`src/rtl/vreg_file.sv`:
```
// Vector register file: two registered read ports, one element-masked write port,
// a per-register busy scoreboard and a sequenced clear-all sweep.
// Optional feature macro: VREG_BYPASS_EN forwards a same-cycle accepted write to the read ports.
module vreg_file #(
    parameter  int VLEN = 256,
    parameter  int NREG = 8,
    parameter  int ELEN = 32,
    localparam int AW   = $clog2(NREG),
    localparam int NE   = VLEN / ELEN
) (
    input  logic            RST,
    input  logic            CLK_DC,
    input  logic            RE,
    input  logic [AW-1:0]   A1,
    input  logic [AW-1:0]   A2,
    input  logic            WE,
    input  logic [AW-1:0]   A3,
    input  logic [VLEN-1:0] WB,
    input  logic [NE-1:0]   WMASK,
    input  logic            ISS_EN,
    input  logic [AW-1:0]   ISS_RD,
    input  logic            CLR_REQ,
    output logic [VLEN-1:0] RD1,
    output logic [VLEN-1:0] RD2,
    output logic            RD1_BUSY,
    output logic            RD2_BUSY,
    output logic            CLR_BUSY
);

    // Request semantics: WE and ISS_EN are single-cycle strobes with no back-pressure.
    // They are accepted on any rising edge where CLR_BUSY is low and silently dropped
    // while it is high; CLR_REQ is only honoured while CLR_BUSY is low.

    typedef enum logic {
        IDLE  = 1'b0,
        SWEEP = 1'b1
    } state_t;

    localparam logic [AW-1:0] LAST_IDX = AW'(NREG - 1);

    state_t          state, state_nxt;
    logic [AW-1:0]   idx, idx_nxt;

    logic [VLEN-1:0] regs [NREG];
    logic [NREG-1:0] busy;

    logic            wr_acc;
    logic            iss_acc;
    logic [VLEN-1:0] merged_wr;
    logic [VLEN-1:0] rd1_nxt, rd2_nxt;
    logic            rd1_busy_nxt, rd2_busy_nxt;

    // CLR_BUSY is the FSM state bit itself, so it doubles as the state debug view.
    assign CLR_BUSY = (state == SWEEP);
    assign wr_acc   = WE && (state == IDLE);
    assign iss_acc  = ISS_EN && (state == IDLE);

    always_comb begin
        merged_wr = regs[A3];
        for (int e = 0; e < NE; e++) begin
            if (WMASK[e]) begin
                merged_wr[e*ELEN +: ELEN] = WB[e*ELEN +: ELEN];
            end
        end
    end

    always_comb begin
        state_nxt = state;
        idx_nxt   = idx;
        case (state)
            IDLE: begin
                if (CLR_REQ) begin
                    state_nxt = SWEEP;
                    idx_nxt   = '0;
                end
            end
            SWEEP: begin
                idx_nxt = idx + AW'(1);
                if (idx == LAST_IDX) begin
                    state_nxt = IDLE;
                    idx_nxt   = '0;
                end
            end
        endcase
    end

    always_ff @(posedge CLK_DC or negedge RST) begin
        if (!RST) begin
            state <= IDLE;
            idx   <= '0;
        end else begin
            state <= state_nxt;
            idx   <= idx_nxt;
        end
    end

    always_ff @(posedge CLK_DC or negedge RST) begin
        if (!RST) begin
            for (int r = 0; r < NREG; r++) begin
                regs[r] <= '0;
            end
        end else if (state == SWEEP) begin
            regs[idx] <= '0;
        end else if (wr_acc) begin
            regs[A3] <= merged_wr;
        end
    end

    // The issue update comes after the write clear so a same-register issue wins.
    always_ff @(posedge CLK_DC or negedge RST) begin
        if (!RST) begin
            busy <= '0;
        end else if (state == SWEEP) begin
            busy[idx] <= 1'b0;
        end else begin
            if (wr_acc) begin
                busy[A3] <= 1'b0;
            end
            if (iss_acc) begin
                busy[ISS_RD] <= 1'b1;
            end
        end
    end

    always_comb begin
        rd1_nxt      = regs[A1];
        rd2_nxt      = regs[A2];
        rd1_busy_nxt = busy[A1];
        rd2_busy_nxt = busy[A2];
`ifdef VREG_BYPASS_EN
        if (wr_acc && (A1 == A3)) begin
            rd1_nxt      = merged_wr;
            rd1_busy_nxt = iss_acc && (ISS_RD == A1);
        end
        if (wr_acc && (A2 == A3)) begin
            rd2_nxt      = merged_wr;
            rd2_busy_nxt = iss_acc && (ISS_RD == A2);
        end
`endif
    end

    always_ff @(posedge CLK_DC or negedge RST) begin
        if (!RST) begin
            RD1      <= '0;
            RD2      <= '0;
            RD1_BUSY <= 1'b0;
            RD2_BUSY <= 1'b0;
        end else if (RE) begin
            RD1      <= rd1_nxt;
            RD2      <= rd2_nxt;
            RD1_BUSY <= rd1_busy_nxt;
            RD2_BUSY <= rd2_busy_nxt;
        end
    end

endmodule

```
`config.mk`:
```
export PLATFORM = sky130hd
export DESIGN_NAME = vreg_file
export DESIGN_NICKNAME = d
export VERILOG_FILES = /design/src/rtl/vreg_file.sv
export SDC_FILE = /design/constraint.sdc
export NUM_CORES = 2
export LEC_CHECK = 0
export BUFFER_PORTS_ARGS = -buffer_cell sky130_fd_sc_hd__buf_2
export CAP_MARGIN = 20
export CORE_AREA = 2 2 343 684
export CTS_CLUSTER_DIAMETER = 200
export DETAILED_ROUTE_END_ITERATION = 6
export DIE_AREA = 0 0 345 686
export GPL_ROUTABILITY_DRIVEN = 0
export PLACE_DENSITY = 0.78
export SYNTH_ARGS = -nofsm -noshare
export SYNTH_HDL_FRONTEND = slang
export SYNTH_SLANG_ARGS = --single-unit
```
`constraint.sdc`:
```
create_clock -name CLK_DC -period 2.3 [get_ports CLK_DC]
set_clock_uncertainty 0.2 [all_clocks]
set_input_delay 0.345 -clock CLK_DC [delete_from_list [all_inputs] [get_ports CLK_DC]]
set_output_delay 0.345 -clock CLK_DC [all_outputs]
set_load 0.03 [all_outputs]
```
==> impl_metrics.toml <==
[run_status]
status = "finished, violations left"
violations = "DRC"

[die]
start_util_pct = 61.6
ioPinCount = 797
fp-row-count = 250
die_area_mm2 = 0.237
dieHeight_um = 686
die_w_um = 345
fp.coreArea_mm2 = 0.231

[clocking]
cts_tree = "built"
clkTransAtPathRegs_ps = 90
cts_root_buf = "clkbuf_16"
h-tree-depth = 4
clock_latency_ps = 930
cts_sinks = 2574
cts_made_buffers = 230
clk_path_buf_depth = 4

[worst_setup_path]
cp.arrival_ps = 2920
cp.required_ps = 2930
startpoint_type = "register"
crit_path_end_kind = "register"
path_class = "register to register"
cp_max_fo = 15

[global_route]
antenna_found_initial = 44
grt_max_degree = 138
track_usage_pct = 45.3
grt_pass1_wl_um = 814000
grt_overflow_total = 0
first_global_vias = 131000

[yosys]
netlist_area_mm2 = 0.143
syn-num-nets = 11900
synth_most_common_cell = "dfrtp_1"
syn_inst = 11700
netlist_top_cells_count = "dfrtp_1, mux4_2, mux2i_1"
yosysWarnings = 0
yosys.area.top_type = "dfrtp_1"
seq_area_frac_synth_pct = 45.2
async_reset_ff_share_pct = 100
synthTopCellsByArea = "dfrtp_1, mux4_2, mux2i_1"
synth_area_per_cell_um2 = 12.2
synth_edf_count = 0
ys_seq_elements = 2574
synthFlopType = "dfrtp_1"
yosysUniqueCellTypes = 40
synth.top_cell.area_share_pct = 45.2

[detailed_routing]
drt_iter0_drc = 18400
wirelength_um = 540000
ant_nets = 0
num_vias = 125000
wl_per_cell_um = 33.3
drc = 15
vias_per_cell = 7.71
drtPass1Iterations = 7

[flow_run]
max_cap_violations = 0

[sta]
hold_violations = 0
post-route-min-period_ps = 2300
finalCritPeriodShare_pct = 100
grt_setup_unrepaired = "false"
drv_slew = 0
maxSlewHeadroom_pct = 34.2
finalSetupViolations = 0
fmax_ghz = 0.435
finalWorstSetupSlack_ps = 1.13
max_slew.worst_pin.slew_ps = 987
timing.hold.ws_ps = 68.3

[power_and_ir_drop]
ir_drop_mv = 0.796
powerDensity_mw_per_mm2 = 874
p_leak_nw = 75.7

[final_layout]
nets = 13300
final_cells = 16200
layout-drive-gt1-share_pct = 30.5
syn_to_final_growth_pct = 19.4
fillers = 14500

[placement]
pre_cts_slack_ps = -209
hpwlAfterDp_um = 350000
portBuffers = 796
dp.cells = 15500

[hold_path]
hold_path_class = "input pin to register"
## critical path, stage by stage (launching register included)
cell and delay, ps:
dfrtp_1 380, buf_4 200, and3b_1 220, buf_12 150, a32oi_4 270, buf_12 270
buf_4 330, a22o_1 190
## layer usage
metal | vias up | part of all wire, % | track usage [%]
met3 | 3588 | 14 | 14.6
li1 | 47900 | - | -
met2 | 11800 | 46 | 69.3
met5 | - | 0.048 | 0
met1 | 62000 | 31 | 53.2
met4 | 42 | 9.3 | 35.8
## metrics by stage
stage,TNS [ps],utilization (%),power [mW],area [µm²]
after floorplan,0,-,85.0,143000
after global placement,-14250,68.9,103,159000
after detailed placement,-39060,68.9,105,159000
after CTS,0,73.5,147,170000
after global routing,0,73.6,152,170000
final,0,73.6,149,170000
## logic make-up (layout without fill, tap and decap cells)
| kind of cell | Yosys count | after routing | synth area share (%) |
|---|---|---|---|
| AO/OA/AOI/OAI | 3365 | 3365 | 16.5 |
| flip-flops | 2574 | 2574 | 45.2 |
| multiplexers | 2319 | 2319 | 27.5 |
| AND/OR/NAND/NOR | 2147 | 2147 | 6.62 |
| buffers and inverters | 1254 | 2780 | 4.24 |
| adder cells (fa/ha/maj) | 2 | 2 | 0.0175 |
| other | 0 | 27 | 0 |
## worst paths after layout
kind / depth (start not counted) / slack [ps] / to / from
max in group asynchronous: 4 / 420 / regs[530] / RST
min in group asynchronous: 4 / 550 / regs[1756] / RST
worst min-delay path: 5 / 70 / RD2[1] / A2[1]
worst min register to register: 2 / 320 / RD1[156] / RD1[156]
worst max-delay path: 7 / 1 / regs[623] / CLR_BUSY
worst max register to register: 7 / 1 / regs[623] / CLR_BUSY
## cell usage in the layout (no fill, tap or decap), types with 4 or more instances in the layout
master,synthesis,routed
nand2_8,0,4
dlygate4sd3_1,0,282
buf_2,291,782
inv_1,5,5
clkinv_4,0,9
a21oi_1,530,530
o21ai_2,248,248
clkbuf_16,0,232
a221o_1,248,248
nand2_1,317,314
buf_4,48,861
buf_8,12,10
buf_12,2,419
a22o_1,992,992
clkinvlp_4,0,16
nand3_1,1026,1025
a22oi_1,10,10
nor2_2,1,7
dfrtp_1,2574,2572
diode_2,0,27
inv_6,0,12
o21ai_1,137,137
and2_4,0,4
nand2b_1,10,10
bufinv_16,0,25
clkbuf_8,0,40
a21boi_0,246,246
clkinv_2,0,52
mux2i_1,1043,1043
a32oi_1,22,20
mux4_2,1276,1276
clkbuf_1,719,26
inv_8,0,5
o21ai_0,923,923
nor2_1,776,768
## state kept, by name (all words and copies together) (netlist names)
name      count
CLR_BUSY      1
RD1         256
RD1_BUSY      1
RD2         256
RD2_BUSY      1
busy          8
idx           3
regs       2048
## report_power, final
part	total [mW]	internal (mW)	switching, mW	leakage, nW
clock network	41.7	22.8	18.9	3.90
logic	46.0	19.2	26.9	36.8
registers	61.2	52.8	8.35	35.0
total	149	94.8	54.1	75.7
## final cells by class
type                            instances  area [µm²]  area share (%)
Antenna cell                           27        67.6          0.0397
Clock buffer                          298        6450            3.79
Clock inverter                        123        1460           0.856
Inverter                                5        18.8          0.0110
Multi-Input combinational cell       7833       72400            42.5
Sequential cell                      2574       64400            37.8
Tap cell                             3024        3780            2.22
Timing Repair Buffer                 2354       21700            12.8
## what timing repair did
| action | 4_1_cts | 5_1_grt |
|---|---|---|
| resized for setup | 2 | 3 |
| setup buffers | 0 | 2 |
| hold endpoints to repair | 5011 | 0 |
| pin swaps | 0 | 1 |
| hold buffers | 282 | 0 |
| endpoints found under the setup margin | 60 | 12 |
No activity file was read; power rests on OpenSTA's default activity.
